--- src/rtl/bcd_pkg.sv ---
// Shared types and helpers for the sequential binary-to-BCD converter.
// Also used by any unrolled/pipelined converter built on bcd_dabble_step.
package bcd_pkg;

  typedef enum logic [1:0] {
    IDLE,
    SHIFT,
    DONE
  } bcd_state_t;

  localparam int BCD_DIGIT_W = 4;

  // Decimal digits of 2**bin_w-1: ceil(bin_w*log10(2)), never a power of ten
  function automatic int bcd_digits_needed(input int bin_w);
    return (bin_w * 30103) / 100000 + 1;
  endfunction

endpackage

--- src/rtl/bcd_convert_ctrl_if.sv ---
// Valid/ready bundle between a binary source, the converter and a BCD sink.
// master drives operands and out_ready; slave is the converter side.
interface bcd_convert_ctrl_if
  import bcd_pkg::*;
#(
  parameter int BIN_W  = 8,
  parameter int DIGITS = 3
);

  localparam int W = BCD_DIGIT_W * DIGITS;

  logic             in_valid;
  logic             in_ready;
  logic [BIN_W-1:0] in_bin;
  logic             out_valid;
  logic             out_ready;
  logic [W-1:0]     out_bcd;
  logic             busy;

  modport master (
    output in_valid,
    output in_bin,
    output out_ready,
    input  in_ready,
    input  out_valid,
    input  out_bcd,
    input  busy
  );

  modport slave (
    input  in_valid,
    input  in_bin,
    input  out_ready,
    output in_ready,
    output out_valid,
    output out_bcd,
    output busy
  );

endinterface

--- src/rtl/bcd_dabble_step.sv ---
// One double-dabble iteration: add 3 to every digit above 4, then
// shift left one bit taking bit_in as the new LSB.
module bcd_dabble_step
  import bcd_pkg::*;
#(
  parameter int DIGITS = 3
) (
  input  logic [BCD_DIGIT_W*DIGITS-1:0] bcd_in,
  input  logic                          bit_in,
  output logic [BCD_DIGIT_W*DIGITS-1:0] bcd_out
);

  localparam int W = BCD_DIGIT_W * DIGITS;

  logic [W-1:0] adj;

  // Per-digit add, no carry between digits
  always_comb begin
    adj = bcd_in;
    for (int k = 0; k < DIGITS; k++) begin
      if (bcd_in[k*BCD_DIGIT_W +: BCD_DIGIT_W] > 4'd4) begin
        adj[k*BCD_DIGIT_W +: BCD_DIGIT_W] =
          bcd_in[k*BCD_DIGIT_W +: BCD_DIGIT_W] + 4'd3;
      end
    end
  end

  assign bcd_out = (adj << 1) | W'(bit_in);

endmodule

--- src/rtl/bcd_convert_ctrl.sv ---
// Sequential binary-to-BCD converter: one dabble step per clock,
// valid/ready on both sides, result held until the sink takes it.
module bcd_convert_ctrl
  import bcd_pkg::*;
#(
  parameter int BIN_W  = 8,
  parameter int DIGITS = 3
) (
  input logic                clk,
  input logic                rst,
  bcd_convert_ctrl_if.slave  bus
);

  localparam int W     = BCD_DIGIT_W * DIGITS;
  localparam int CNT_W = (BIN_W > 1) ? $clog2(BIN_W) : 1;
  localparam logic [CNT_W-1:0] CNT_LAST = CNT_W'(BIN_W - 1);

  if (BIN_W < 1 || bcd_digits_needed(BIN_W) > DIGITS) begin : g_bad_cfg
    $error("bcd_convert_ctrl: DIGITS too small for BIN_W");
  end

  bcd_state_t       state_q, state_d;
  logic [BIN_W-1:0] bin_sr_q, bin_sr_d;
  logic [W-1:0]     bcd_acc_q, bcd_acc_d;
  logic [CNT_W-1:0] cnt_q, cnt_d;
  logic [W-1:0]     out_bcd_q, out_bcd_d;
  logic [W-1:0]     step_out;
  logic             accept;

  bcd_dabble_step #(
    .DIGITS (DIGITS)
  ) u_step (
    .bcd_in  (bcd_acc_q),
    .bit_in  (bin_sr_q[BIN_W-1]),
    .bcd_out (step_out)
  );

  assign bus.in_ready  = !rst && ((state_q == IDLE) ||
                         ((state_q == DONE) && bus.out_ready));
  assign accept        = bus.in_valid && bus.in_ready;
  assign bus.out_valid = (state_q == DONE);
  assign bus.busy      = (state_q == SHIFT);
  assign bus.out_bcd   = out_bcd_q;

  always_comb begin
    state_d   = state_q;
    bin_sr_d  = bin_sr_q;
    bcd_acc_d = bcd_acc_q;
    cnt_d     = cnt_q;
    out_bcd_d = out_bcd_q;
    unique case (state_q)
      IDLE: begin
        if (accept) begin
          bin_sr_d  = bus.in_bin;
          bcd_acc_d = '0;
          cnt_d     = '0;
          state_d   = SHIFT;
        end
      end
      SHIFT: begin
        bcd_acc_d = step_out;
        bin_sr_d  = bin_sr_q << 1;
        if (cnt_q == CNT_LAST) begin
          cnt_d     = '0;
          out_bcd_d = step_out;
          state_d   = DONE;
        end else begin
          cnt_d = cnt_q + 1'b1;
        end
      end
      DONE: begin
        if (bus.out_ready) begin
          state_d = IDLE;
        end
        // Back-to-back: next operand loads in the same cycle as the transfer
        if (accept) begin
          bin_sr_d  = bus.in_bin;
          bcd_acc_d = '0;
          cnt_d     = '0;
          state_d   = SHIFT;
        end
      end
      default: state_d = IDLE;
    endcase
  end

  always_ff @(posedge clk) begin
    if (rst) begin
      state_q   <= IDLE;
      bin_sr_q  <= '0;
      bcd_acc_q <= '0;
      cnt_q     <= '0;
      out_bcd_q <= '0;
    end else begin
      state_q   <= state_d;
      bin_sr_q  <= bin_sr_d;
      bcd_acc_q <= bcd_acc_d;
      cnt_q     <= cnt_d;
      out_bcd_q <= out_bcd_d;
    end
  end

endmodule

--- src/flat_wrapper.sv ---
// flat-port wrapper written by rule: the top's interface ports become plain ports
module bcd_convert_ctrl_flat import bcd_pkg::*;
#(
  parameter int BIN_W  = 8,
  parameter int DIGITS = 3
)
  (clk, rst, bus_in_valid, bus_in_bin, bus_out_ready, bus_in_ready, bus_out_valid, bus_out_bcd, bus_busy);
  bcd_convert_ctrl_if #(.BIN_W(BIN_W), .DIGITS(DIGITS)) bus_i ();
  input logic clk;
  input logic rst;
  input wire logic [$bits(bus_i.in_valid)-1:0] bus_in_valid;
  input wire logic [$bits(bus_i.in_bin)-1:0] bus_in_bin;
  input wire logic [$bits(bus_i.out_ready)-1:0] bus_out_ready;
  output wire logic [$bits(bus_i.in_ready)-1:0] bus_in_ready;
  output wire logic [$bits(bus_i.out_valid)-1:0] bus_out_valid;
  output wire logic [$bits(bus_i.out_bcd)-1:0] bus_out_bcd;
  output wire logic [$bits(bus_i.busy)-1:0] bus_busy;
  assign bus_i.in_valid = bus_in_valid;
  assign bus_i.in_bin = bus_in_bin;
  assign bus_i.out_ready = bus_out_ready;
  assign bus_in_ready = bus_i.in_ready;
  assign bus_out_valid = bus_i.out_valid;
  assign bus_out_bcd = bus_i.out_bcd;
  assign bus_busy = bus_i.busy;
  bcd_convert_ctrl #(.BIN_W(BIN_W), .DIGITS(DIGITS)) u_core (.clk(clk), .rst(rst), .bus(bus_i));
endmodule
--- config.mk ---
export PLATFORM = sky130hd
export DESIGN_NAME = bcd_convert_ctrl_flat
export DESIGN_NICKNAME = d
export VERILOG_FILES = /design/src/rtl/bcd_pkg.sv /design/src/rtl/bcd_convert_ctrl_if.sv /design/src/rtl/bcd_dabble_step.sv /design/src/rtl/bcd_convert_ctrl.sv /design/src/flat_wrapper.sv
export SDC_FILE = /design/constraint.sdc
export NUM_CORES = 1
export LEC_CHECK = 0
export BUFFER_PORTS_ARGS = -buffer_cell sky130_fd_sc_hd__buf_4
export CORE_MARGIN = 1.5
export CORE_UTILIZATION = 51
export CTS_CLUSTER_DIAMETER = 80
export CTS_CLUSTER_SIZE = 12
export DETAILED_ROUTE_END_ITERATION = 12
export MAX_ROUTING_LAYER = met4
export PLACE_DENSITY = 0.81
export SLEW_MARGIN = 20
export SYNTH_ARGS = -nofsm -noshare
export SYNTH_HDL_FRONTEND = slang
export SYNTH_HIERARCHICAL = 1
export SYNTH_SLANG_ARGS = --single-unit
--- constraint.sdc ---
create_clock -name clk -period 1.45 [get_ports clk]
set_clock_uncertainty 0.05 [all_clocks]
set_input_delay 0.2175 -clock clk [delete_from_list [all_inputs] [get_ports clk]]
set_output_delay 0.2175 -clock clk [all_outputs]
set_load 0.01 [all_outputs]
Word level (Yosys, flattened, before mapping). Cells that the tools add are included.

Flip-flop bits (word level): 37. Input port bits: 12. Output and inout port bits: 15. Logic and storage cells: 46.

Add/sub/neg operators: 4. Magnitude comparators: 3. Reduce and logical (&&, ||, !) cells: 11. Multiplexer cells: 15. Bitwise logic cells: 1. Eq/ne operators: 7.

Operators by type and width (number): one-hot mux 12 bit (2 select lines) (1); one-hot mux 8 bit (2 select lines) (1); greater-than comparator 4 x 3 -> 1 bit, second input constant (3); two-way mux 12 bit (1); OR 12 x 1 -> 12 bit (1); two-way mux 3 bit (3); adder 4 x 2 -> 4 bit, second input constant (2); two-way mux 2 bit (4); two-way mux 4 bit (2); two-way mux 8 bit (1); inequality test 2 x 1 -> 1 bit, second input constant (3); one-hot mux 2 bit (3 select lines) (1); one-hot mux 3 bit (2 select lines) (1); AND reduction 2 bit (2); adder 3 x 1 -> 3 bit, second input constant (1); adder 3 x 2 -> 3 bit, second input constant (1); == test 3 bit, second input constant (1); logical AND 1 bit (3); inequality test 3 x 2 -> 1 bit, second input constant (1); AND reduction 3 bit (1); == test 2 x 1 -> 1 bit, second input constant (1); == test 2 bit, second input constant (1); logical NOT 2 bit (1); nonzero test 2 bit (1); other kinds (3) (3).

Logic depth before layout (Yosys ltp).
Depth after elaboration: 7. Gate-level depth with buffers: 7. Mapped depth without buffers: 7.

By module. Netlist, hierarchy kept.

Modules (own cells, without submodules): bcd_convert_ctrl (seq. area each 740.7 um2, area an instance 1622.8 um2, cells an instance 186, times used 1); bcd_dabble_step (seq. area each 0.0 um2, area an instance 301.5 um2, cells an instance 43, times used 1).

Worst setup path before layout. No wires, ideal clock.

Kind: flip-flop to flip-flop. Start point: register u_core.bcd_acc_q[0]. End point: register u_core.bcd_acc_q[3]. Setup slack: 0.046 ns. Clock period less this slack: 1.404 ns. Buffers on the path: 0. Required time: 1.268 ns. Arrival: 1.222 ns. Library setup time: 0.132 ns. Stages on the path, launching flop included: 8. Cell sequence: dfxtp_1 -> inv_1 -> ha_1 -> nor2b_1 -> o21ai_0 -> o21ai_0 -> a32oi_1 -> a21oi_1.

Word-level cells in the longest chain between the ends: 4. Elaborated cells on any way between the ends: 5. Classes of those cells: 1 x add/sub; 1 x order compare; 2 x mux; 1 x bitwise.

Ends and longest elaborated chain: start, declared (RTL line bcd_convert_ctrl.sv:24) `logic [W-1:0] bcd_acc_q, bcd_acc_d;`; start signal, assigned (RTL line bcd_convert_ctrl.sv:91) `bcd_acc_q <= '0;`; start signal, assigned (RTL line bcd_convert_ctrl.sv:97) `bcd_acc_q <= bcd_acc_d;`; adder 4 x 2 -> 4 bit or greater-than comparator 4 x 3 -> 1 bit (tied branches) (RTL line bcd_dabble_step.sv:23, bcd_dabble_step.sv:21); two-way mux 4 bit * (RTL line bcd_dabble_step.sv:21) `if (bcd_in[k*BCD_DIGIT_W +: BCD_DIGIT_W] > 4'd4) begin`; OR 12 x 1 -> 12 bit * (RTL line bcd_dabble_step.sv:28) `assign bcd_out = (adj << 1) | W'(bit_in);`; net u_core.step_out[3] (RTL line bcd_convert_ctrl.sv:27) `logic [W-1:0] step_out;`; one-hot mux 12 bit (2 select lines) * (RTL line bcd_convert_ctrl.sv:51) `unique case (state_q)`.

Mark *: on every way through the listed nets, which the timed path passes. The rest lies on a longest branch. A chain may end at the register's enable or synchronous reset.

Worst setup path in the final report.
Start point: register u_core.bcd_acc_q[5]. End point: register u_core.bcd_acc_q[5].

Word-level cells in the longest chain between the ends: 4.

Ends and longest elaborated chain (RTL line): greater-than comparator 4 x 3 -> 1 bit (bcd_dabble_step.sv:21); two-way mux 4 bit (bcd_dabble_step.sv:21); OR 12 x 1 -> 12 bit (bcd_dabble_step.sv:28); net u_core.step_out[5] (bcd_convert_ctrl.sv:27); one-hot mux 12 bit (2 select lines) (bcd_convert_ctrl.sv:51).

The timed path passes the listed nets, and every way through them passes these cells.

==> reports/summary.txt <==
# IOs = 27
Dpl hpwl = 2850 µm
Max-cap violation count = 0
Warning count from the yosys run = 6
First-pass GRT wire length = 7130 µm
Crit end category = flop
Sequential area share after synthesis = 0.385
Die Ht = 64.4 µm
Worst-path fanout max = 3
Total grt overflow = 0
Syn Area/Cell = 8.40 µm²
Leading area contributor after synthesis = dfxtp_1
Synth-to-Final Area Change = 25.5%
DRC = 0
Top post-synthesis cells by area = dfxtp_1 (38%), nand2_1 (7.6%), a21oi_1 (7.0%)
Finish-stage setup viols = 0
Top_reg_cell synth = dfxtp_1
Routed wire per std cell = 13.7 µm
Layout Utilization = 0.665
Worst Hold End = u_core/bin_sr_q[0]
Flops & latches, synth = 37
Detail Route Antenna Nets = 0
Largest net degree at the start of global routing = 29
DIE WIDTH = 64.4 µm
Hold path cells = 2
Core area = 0.00363 mm²
Reg2Reg Launch Point = u_core/bcd_acc_q[5]
Vias per cell = 5.63
Status = finished, final reports clean
Slew margin rel. = 0.744
Critical path class = reg2reg
IR drop worst, VDD = 616 µV
Iteration count of the initial detailed-routing pass = 4
Critical path origin = u_core/bcd_acc_q[5]
Final hold violation count = 0
Port buffer count = 26
Total power = 1990 µW
Achievable Freq = 0.710 GHz
Max incr delay on CP = 0.33 ns
Hold/Removal Path Class = in2reg
Worst reg-to-reg path cell count = 8
TritonCTS clock tree = yes
Top cell type's share of synthesized area = 0.385
Layout cells sized above 1 = 0.321
Final wirelength = 4290 µm
RSZ-0062 raised after global routing = yes
Min Clock Period, post-route = 1.41 ns
Most numerous cell in the Yosys netlist = nand2_1
FF-to-FF End = u_core/bcd_acc_q[5]
Cell Rows = 22
Critical Path AT = 1.53 ns
CP Buf/Inv Count = 3
Post-synth EDFFs = 0
Die area = 0.00415 mm²
Critical path depth in cells = 8
TritonCTS Buffers = 5
Distinct cells, synth = 33
Final Max Slew Viols = 0
Total GRT Usage = 0.225
Root Buffer = clkbuf_8
Static leakage = 0.000966 µW
Clock latency on the worst-skew pair = 0.29 ns
Worst hold start = bus_in_bin[0]
DRT iter0 DRCs = 118
ANT cells = 0
Worst-Margin Slew = 0.384 ns
Worst path top cell family by delay = compound AO/OA/AOI/OAI gates
Worst Path Required = 1.57 ns
R2R setup slack = 0.04 ns
Worst-path clk slew = 0.07 ns
Slowest CP cell = dfxtp_2
Setup TNS = 0 ns
Vias in the first global route = 1669
H-Tree Depth = 2
Crit-path cells = inv_2 -> ha_4 -> inv_1 -> a21oi_2 -> buf_4 -> xnor2_1 -> a32oi_1 -> a21oi_1
Cells after synthesis = 229
Nets@finish = 285
RD Place Congestion = 0.789
Post-Syn Area = 0.00192 mm²
Crit start category = flop
Vias = 1761
Final worst-path cycle share = 0.971
Most frequent cells after synthesis = nand2_1 (39), dfxtp_1 (37), a21oi_1 (27)
Initial antenna violation count = 0
Initial core utilization = 0.530
PwrDens = 825 mW/mm²
Ys async rst share = 0
Synthesized net count = 249
Clock Sink Count = 37
CTS Buffer Depth = 2
[worst register-to-register path, stage by stage, from the launching register on]
cell and delay (ns):
dfxtp_2 0.33, inv_2 0.08, ha_4 0.14, inv_1 0.04
a21oi_2 0.18, buf_4 0.15, xnor2_1 0.08, a32oi_1 0.16
a21oi_1 0.08
[state kept, by name, indices dropped and copies added (netlist names)]
signal	cells
u_core/cnt_q	3
u_core/bus.out_bcd	12
u_core/state_q	2
u_core/bcd_acc_q	12
u_core/bin_sr_q	8
[how the worst max path moves through the flow]
stage | to | slack (ns)
after floorplan | u_core/bcd_acc_q[3] | 0.05
after global placement | u_core/bcd_acc_q[7] | 0.04
after detailed placement | u_core/bcd_acc_q[2] | 0.009
after CTS | bus_in_ready | 0.009
after global routing | u_core/bcd_acc_q[2] | -0.03
final | u_core/bcd_acc_q[5] | 0.04
[per-stage QoR]
stage               instances  worst slack (ns)  hold slack, ns  area (µm²)
global route              313           -0.0277          0.0871        2410
floorplan                 229            0.0461           0.293        1920
finish                    313            0.0416          0.0867        2410
detailed placement        305           0.00899           0.386        2230
global placement          305            0.0384           0.380        2230
CTS                       312           0.00860          0.0828        2330
[cells in the final DEF (no fill, tap or decap), types with 2 or more instances in the layout]
cell,instances
mux2i_1,9
nor3_1,2
nand2b_1,6
nand2_1,39
nand3_1,14
xnor2_1,3
ha_4,3
clkbuf_8,6
a32oi_1,15
a21oi_1,25
a21oi_2,4
ha_1,5
dfxtp_2,5
nor2b_1,4
dfxtp_1,31
buf_4,45
mux2_2,7
inv_2,6
nor2_1,2
a21o_1,2
o21ai_1,7
o21ai_0,2
inv_1,4
[area by class of cell]
type	instances	area, µm²
inverters	12	47.5
multi-input cells	162	1110
flip-flops and latches	37	751
clock buffers	7	86.3
fillers	305	1220
repair buffers	47	364
well taps	48	60.1
[logic make-up after synthesis]
kind of cell | Yosys count | share of synthesized area
AO/OA/AOI/OAI | 59 | 0.197
XOR/XNOR | 3 | 0.0137
adder cells (fa/ha/maj) | 8 | 0.0520
buffers and inverters | 30 | 0.0748
flip-flops | 37 | 0.385
multiplexers | 17 | 0.0930
AND/OR/NAND/NOR | 75 | 0.185
[where the power goes]
group / switching, µW / internal [µW]
Sequential: 14.3 / 1040
Combinational: 114 / 104
Clock: 346 / 377
Total: 474 / 1520
[layer usage]
layer / part of all wire / GRT usage / wire length (µm) / up-vias
met5: 0 / - / 0 / -
met2: 0.50 / 0.398 / 2130 / 40
met3: 0.042 / 0.0469 / 182 / 8
met1: 0.44 / 0.240 / 1900 / 840
met4: 0.019 / 0.109 / 80 / 0
li1: - / - / - / 873
[what timing repair did]
item,in CTS,in global routing
buffers inserted,0,1
hold buffers,0,0
gates resized for setup,7,29
pin swaps,2,15
endpoints found under the hold margin,0,0
endpoints found under the setup margin,6,15
Power figures use the tool's default switching activity.
